[config.mk]
export PLATFORM = sky130hd
export DESIGN_NAME = keypad_scanner
export DESIGN_NICKNAME = d
export VERILOG_FILES = /design/src/rtl/keypad_scanner_pkg.sv /design/src/rtl/keypad_scanner_debouncer.sv /design/src/rtl/keypad_scanner.sv
export SDC_FILE = /design/constraint.sdc
export NUM_CORES = 1
export LEC_CHECK = 0
export CORE_MARGIN = 5
export CORE_UTILIZATION = 58
export CTS_CLUSTER_DIAMETER = 40
export DETAILED_ROUTE_END_ITERATION = 7
export PLACE_DENSITY = 0.79
export SLEW_MARGIN = 30
export SYNTH_ARGS = -nofsm -noshare
export SYNTH_HDL_FRONTEND = slang
export SYNTH_SLANG_ARGS = --single-unit
[constraint.sdc]
create_clock -name clk -period 3.35 [get_ports clk]
set_clock_uncertainty 0.2 [all_clocks]
set_input_delay 0.67 -clock clk [delete_from_list [all_inputs] [get_ports clk]]
set_output_delay 0.67 -clock clk [all_outputs]
set_load 0.05 [all_outputs]
[src/rtl/keypad_scanner_pkg.sv]
// Shared definitions for the 4x4 keypad scanner: key codes, the row/column
// key map, the column-phase index type and the debouncer state encoding.
package keypad_scanner_pkg;

  localparam logic [3:0] KEY_0 = 4'h0;
  localparam logic [3:0] KEY_1 = 4'h1;
  localparam logic [3:0] KEY_2 = 4'h2;
  localparam logic [3:0] KEY_3 = 4'h3;
  localparam logic [3:0] KEY_4 = 4'h4;
  localparam logic [3:0] KEY_5 = 4'h5;
  localparam logic [3:0] KEY_6 = 4'h6;
  localparam logic [3:0] KEY_7 = 4'h7;
  localparam logic [3:0] KEY_8 = 4'h8;
  localparam logic [3:0] KEY_9 = 4'h9;
  localparam logic [3:0] KEY_A = 4'hA;
  localparam logic [3:0] KEY_B = 4'hB;
  localparam logic [3:0] KEY_C = 4'hC;
  localparam logic [3:0] KEY_D = 4'hD;
  localparam logic [3:0] KEY_E = 4'hE;
  localparam logic [3:0] KEY_F = 4'hF;

  typedef logic [1:0] col_idx_t;

  typedef enum logic {
    DEB_IDLE = 1'b0,
    DEB_HELD = 1'b1
  } deb_state_t;

  // Physical keypad legend, rows top to bottom, columns left to right.
  function automatic logic [3:0] key_map(input logic [1:0] row_idx, input col_idx_t col_idx);
    logic [3:0] code;
    case ({row_idx, col_idx})
      4'b00_00: code = KEY_1;
      4'b00_01: code = KEY_2;
      4'b00_10: code = KEY_3;
      4'b00_11: code = KEY_A;
      4'b01_00: code = KEY_4;
      4'b01_01: code = KEY_5;
      4'b01_10: code = KEY_6;
      4'b01_11: code = KEY_B;
      4'b10_00: code = KEY_7;
      4'b10_01: code = KEY_8;
      4'b10_10: code = KEY_9;
      4'b10_11: code = KEY_C;
      4'b11_00: code = KEY_0;
      4'b11_01: code = KEY_F;
      4'b11_10: code = KEY_E;
      default:  code = KEY_D;
    endcase
    return code;
  endfunction

endpackage

[src/rtl/keypad_scanner_debouncer.sv]
// Whole-scan debouncer: counts consecutive agreeing scans to accept a press
// or a release, and emits the accepted code plus a one-cycle press pulse.
module key_debouncer
  import keypad_scanner_pkg::*;
#(
  parameter int DEBOUNCE_SCANS = 3
) (
  input  logic       clk,
  input  logic       rst_n,
  input  logic       scan_done,
  input  logic       scan_found,
  input  logic [3:0] scan_code,
  output logic [3:0] key,
  output logic       key_detected,
  output logic       key_pulse
);

  localparam int              DEB_W   = $clog2(DEBOUNCE_SCANS + 1);
  localparam logic [DEB_W-1:0] DEB_MAX = DEB_W'(DEBOUNCE_SCANS);
  localparam logic [DEB_W-1:0] DEB_ONE = DEB_W'(1);

  deb_state_t       state_reg, state_next;
  logic [DEB_W-1:0] press_cnt_reg, press_cnt_next;
  logic [DEB_W-1:0] release_cnt_reg, release_cnt_next;
  logic [3:0]       cand_reg, cand_next;
  logic [3:0]       key_reg;
  logic             pulse_reg;
  logic             press_accept, release_accept;

  // Counter updates; both counters saturate at DEB_MAX.
  always_comb begin
    press_cnt_next   = press_cnt_reg;
    release_cnt_next = release_cnt_reg;
    cand_next        = cand_reg;
    press_accept     = 1'b0;
    release_accept   = 1'b0;
    if (scan_done) begin
      if (state_reg == DEB_IDLE) begin
        if (scan_found && scan_code == cand_reg) begin
          press_cnt_next = (press_cnt_reg == DEB_MAX) ? DEB_MAX : press_cnt_reg + DEB_ONE;
        end else if (scan_found) begin
          cand_next      = scan_code;
          press_cnt_next = DEB_ONE;
        end else begin
          press_cnt_next = '0;
        end
        if (press_cnt_next == DEB_MAX) begin
          press_accept     = 1'b1;
          release_cnt_next = '0;
        end
      end else begin
        if (scan_found) begin
          release_cnt_next = '0;
        end else begin
          release_cnt_next = (release_cnt_reg == DEB_MAX) ? DEB_MAX : release_cnt_reg + DEB_ONE;
        end
        if (release_cnt_next == DEB_MAX) begin
          release_accept   = 1'b1;
          press_cnt_next   = '0;
          release_cnt_next = '0;
        end
      end
    end
  end

  always_ff @(posedge clk or negedge rst_n) begin
    if (!rst_n) begin
      state_reg <= DEB_IDLE;
    end else begin
      state_reg <= state_next;
    end
  end

  always_comb begin
    state_next = state_reg;
    case (state_reg)
      DEB_IDLE: if (press_accept)   state_next = DEB_HELD;
      DEB_HELD: if (release_accept) state_next = DEB_IDLE;
      default:                      state_next = DEB_IDLE;
    endcase
  end

  always_ff @(posedge clk or negedge rst_n) begin
    if (!rst_n) begin
      press_cnt_reg   <= '0;
      release_cnt_reg <= '0;
      cand_reg        <= KEY_0;
      key_reg         <= KEY_0;
      pulse_reg       <= 1'b0;
    end else begin
      press_cnt_reg   <= press_cnt_next;
      release_cnt_reg <= release_cnt_next;
      cand_reg        <= cand_next;
      pulse_reg       <= press_accept;
      if (press_accept) key_reg <= cand_next;
    end
  end

  always_comb begin
    key          = key_reg;
    key_detected = (state_reg == DEB_HELD);
    key_pulse    = pulse_reg;
  end

endmodule

[src/rtl/keypad_scanner.sv]
// 4x4 keypad scan driver: walks the columns, samples synchronized rows at the
// end of each column phase, and hands one result per scan to the debouncer.
module keypad_scanner
  import keypad_scanner_pkg::*;
#(
  parameter int SETTLE_CYCLES  = 100_000,
  parameter int DEBOUNCE_SCANS = 3
) (
  input  logic       clk,
  input  logic       rst_n,
  input  logic [3:0] row,
  output logic [3:0] col,
  output logic [3:0] key,
  output logic       key_detected,
  output logic       key_pulse
);

  localparam int              CNT_W       = $clog2(SETTLE_CYCLES);
  localparam logic [CNT_W-1:0] SETTLE_LAST = CNT_W'(SETTLE_CYCLES - 1);
  localparam logic [CNT_W-1:0] CNT_ONE     = CNT_W'(1);

  logic [3:0]       row_meta_reg, row_sync_reg;
  logic [CNT_W-1:0] settle_cnt_reg;
  col_idx_t         col_idx_reg;
  logic             found_reg;
  logic [3:0]       code_reg;

  logic             phase_end;
  logic             row_found;
  logic [3:0]       row_code;
  logic             scan_done, scan_found;
  logic [3:0]       scan_code;

  // Idle rows are pulled up, so the synchronizer resets to "no key".
  always_ff @(posedge clk or negedge rst_n) begin
    if (!rst_n) begin
      row_meta_reg <= 4'hF;
      row_sync_reg <= 4'hF;
    end else begin
      row_meta_reg <= row;
      row_sync_reg <= row_meta_reg;
    end
  end

  assign phase_end = (settle_cnt_reg == SETTLE_LAST);
  assign scan_done = phase_end && (col_idx_reg == col_idx_t'(3));

  // Lowest-numbered low row in the current column wins.
  always_comb begin
    row_found = 1'b0;
    row_code  = KEY_0;
    for (int r = 3; r >= 0; r--) begin
      if (!row_sync_reg[r]) begin
        row_found = 1'b1;
        row_code  = key_map(2'(r), col_idx_reg);
      end
    end
  end

  // A hit latched in an earlier column of this scan takes precedence.
  assign scan_found = found_reg | (phase_end & row_found);
  assign scan_code  = found_reg ? code_reg : row_code;

  always_ff @(posedge clk or negedge rst_n) begin
    if (!rst_n) begin
      settle_cnt_reg <= '0;
      col_idx_reg    <= '0;
      found_reg      <= 1'b0;
      code_reg       <= KEY_0;
    end else begin
      settle_cnt_reg <= phase_end ? '0 : settle_cnt_reg + CNT_ONE;
      if (phase_end) begin
        col_idx_reg <= col_idx_reg + col_idx_t'(1);
        if (scan_done) begin
          found_reg <= 1'b0;
          code_reg  <= KEY_0;
        end else if (!found_reg && row_found) begin
          found_reg <= 1'b1;
          code_reg  <= row_code;
        end
      end
    end
  end

  generate
    for (genvar gi = 0; gi < 4; gi++) begin : g_col
      assign col[gi] = (col_idx_reg != col_idx_t'(gi));
    end
  endgenerate

  key_debouncer #(
    .DEBOUNCE_SCANS(DEBOUNCE_SCANS)
  ) u_debouncer (
    .clk         (clk),
    .rst_n       (rst_n),
    .scan_done   (scan_done),
    .scan_found  (scan_found),
    .scan_code   (scan_code),
    .key         (key),
    .key_detected(key_detected),
    .key_pulse   (key_pulse)
  );

endmodule

==> metrics.txt <==
status finished, final reports clean; die area 5440 um^2; Synth area leader dfrtp_1; Crit path required time 3.32 ns; synth top area cells dfrtp_1 40%, dfstp_2 8.9%, ha_1 3.7%, xor2_1 3.7%, o21ai_0 3.6%; CP Class reg2reg; routed vias/inst 5.70; Syn Inst Count 234; endpoint class of the critical path register; clock root cell clkbuf_8; Reg power frac 62.3%; PostCTS Resize Cnt 0; synthesized cell area 2360 um^2; final slew viol count 0; Hold Violations, Final 0; CTS tree done; total vias in the final route 1717; grt total ovfl 0; Synth Area in Adders 3.71%; Synth top area share 40.3%; Post-DP Area 2560 um^2; number of synthesized register bits 46; Static Leak 1.15 nW; crit path launch type register; worst skew pair latency 0.29 ns; count leader, synth dfrtp_1; drt first pass iters 4; Worst Hold Class reg2reg; vias in the first global route 1693; starting density of the core 59.4%; RSZ-0062 raised after global routing false; Clock Sinks 46; post-route cell area 2640 um^2; Top Ports 16; Area Overhead vs Synth 11.7%; arrival time of the worst setup path 3.06 ns; largest family of logic cells by synthesized area simple AND/OR/NAND/NOR gates; Setup Buffers After CTS 0; MaxCap Viol Count 0; setup TNS 0 ns; Simple-Gate Fraction of Synth Area 22.9%; post-synthesis mux area share 4.19%; switching fraction of total power 21.0%; final setup fails 0; Critical-path top delay cell or4_1; clock network fraction of total power 33.7%; Slew headroom 62.1%; DRC 0; Worst Tran Pin Value 0.569 ns; share of cells above drive strength 1 10.8%; Detail Placement HPWL 3070 um; final antenna-violating net count 0; prevailing post-synth register cell dfrtp_1; Compound-Gate Fraction of Synth Area 10.5%; clock period minus worst slack 3.09 ns; register area share after synthesis 49.2%; Commonest cells post-synth 38 x dfrtp_1, 20 x nor2_1, 18 x nand2_1; Netlist cell types 48; Post-Syn Nets 247; antenna fix cells 0; Post-Route WL 4260 um; initial antenna violation count 0; GPL Wtd Cong 0.798; CTS H-Tree Depth 2; average wire per standard cell 14.1 um; CTS Buf Count 5; Syn Area/Cell 10.1 um^2; EDFF count, synth 0; post-synthesis xor/xnor area fraction 6.31%; DR iter-0 viols 124; clk slew on worst S/H paths 0.07 ns; I/O Buffers 15; P_int 0.721 mW; first-pass GRT wire length 7670 um; period utilisation layout 92.2%; CP cell instances inv_1 -> ha_1 -> o21ai_1 -> or2_1 -> o211ai_1 -> or4_1 -> nor4_4 -> mux2_1; PD cells 346 nW/um^2; Fillers 316; net switching power 0.192 mW; Die Y 73.8 um; Worst IR Drop VDD 285 uV; Synth Warn # 0; core area 3970 um^2; max incr delay on CP 0.66 ns; Die W 73.8 um; CTS Hold Buffers Added 0; critical path fanouts, max 6; row count 23; Clock Path Buffers 2; Largest register FFs 17; Comb power frac 3.9%; highest clock rate 324 MHz; asr flop ratio synth 100%; all-layer global routing usage 18.0%; largest net degree at the start of global routing 47; nets 264
==> critical path: cells and delay by family (launching register included) <==
family	cells	cell delay (ns)
buffers and inverters	1	0.13
DFF	1	0.42
muxes	1	0.36
adders and majority gates	1	0.34
AOI/OAI and AO/OA	2	0.26
and+or+nand+nor	3	1.25
==> cell usage in the layout (no fill, tap or decap), drive strengths merged, types with 4 or more instances in the layout <==
cell           netlist  final
a21oi                6      6
and3                 6      6
buf                  2      4
clkbuf               6      7
clkdlybuf4s50        0     14
dfrtp               38     38
dfstp                8      8
ha                   7      7
inv                 11     11
mux2                 7      7
nand2               18     18
nand3               12     12
nand4                5      5
nor2                20     20
nor2b                5      5
nor3                 4      4
nor4                 5      5
o21ai               18     18
or3                  4      4
xnor2                7      7
xor2                10     10
==> per-layer routing <==
layer,wire [um],global-route usage (%),vias up
li1,-,-,858
met1,2100,24.7,830
met2,1940,28.2,27
met3,188,4.79,2
met4,23,4.83,0
met5,0,0,-
==> power groups by stage <==
stage | sequential, mW | combinational, mW | clock [mW]
3_5_place_dp | 0.579 | 0.0365 | 0
6_report | 0.569 | 0.0358 | 0.308
3_3_place_gp | 0.579 | 0.0354 | 0
2_1_floorplan | 0.578 | 0.0174 | 0
4_1_cts | 0.569 | 0.0367 | 0.318
5_1_grt | 0.570 | 0.0410 | 0.342
==> cell type report <==
cell class              instances  area [um^2]  share of cell area (%)
clock buffers                   7         76.3                    2.90
well taps                      50         62.6                    2.37
flip-flops and latches         46         1160                    44.1
repair buffers                 18          170                    6.46
inverters                      11         41.3                    1.57
multi-input cells             169         1120                    42.6
==> final timing paths <==
kind	to	slack (ns)	from	depth (start not counted)
setup reg to reg	u_debouncer.key[3]$_DFFE_PN0P_	0.26	col_idx_reg[0]$_DFFE_PN0N_	8
hold / removal	row_sync_reg[1]$_DFF_PN1_	0.16	row_meta_reg[1]$_DFF_PN1_	0
setup / recovery	u_debouncer.key[3]$_DFFE_PN0P_	0.26	col_idx_reg[0]$_DFFE_PN0N_	8
max in group asynchronous	row_meta_reg[1]$_DFF_PN1_	2.38	rst_n	1
min in group asynchronous	u_debouncer.key[0]$_DFFE_PN0P_	0.17	rst_n	1
hold reg to reg	row_sync_reg[1]$_DFF_PN1_	0.16	row_meta_reg[1]$_DFF_PN1_	0
==> metrics by stage <==
step | utilization, % | hold WS [ns] | power (mW) | instances | setup WS [ns]
3_3_place_gp | 64.4 | 0.146 | 0.615 | 294 | 0.360
2_1_floorplan | - | 0.145 | 0.596 | 234 | 0.492
6_report | 66.4 | 0.157 | 0.913 | 301 | 0.261
4_1_cts | 66.4 | 0.158 | 0.923 | 301 | 0.246
3_5_place_dp | 64.4 | 0.147 | 0.616 | 294 | 0.266
5_1_grt | 66.4 | 0.166 | 0.953 | 301 | 0.0367
==> cell families (layout without fill, tap and decap cells) <==
kind of cell,count (synthesis),after routing
and+or+nand+nor,97,97
DFF,46,46
AOI/OAI and AO/OA,39,39
buffers and inverters,19,36
xor gates and xnor gates,17,17
muxes,9,9
adders and majority gates,7,7
(Power assumes the default switching activity.)
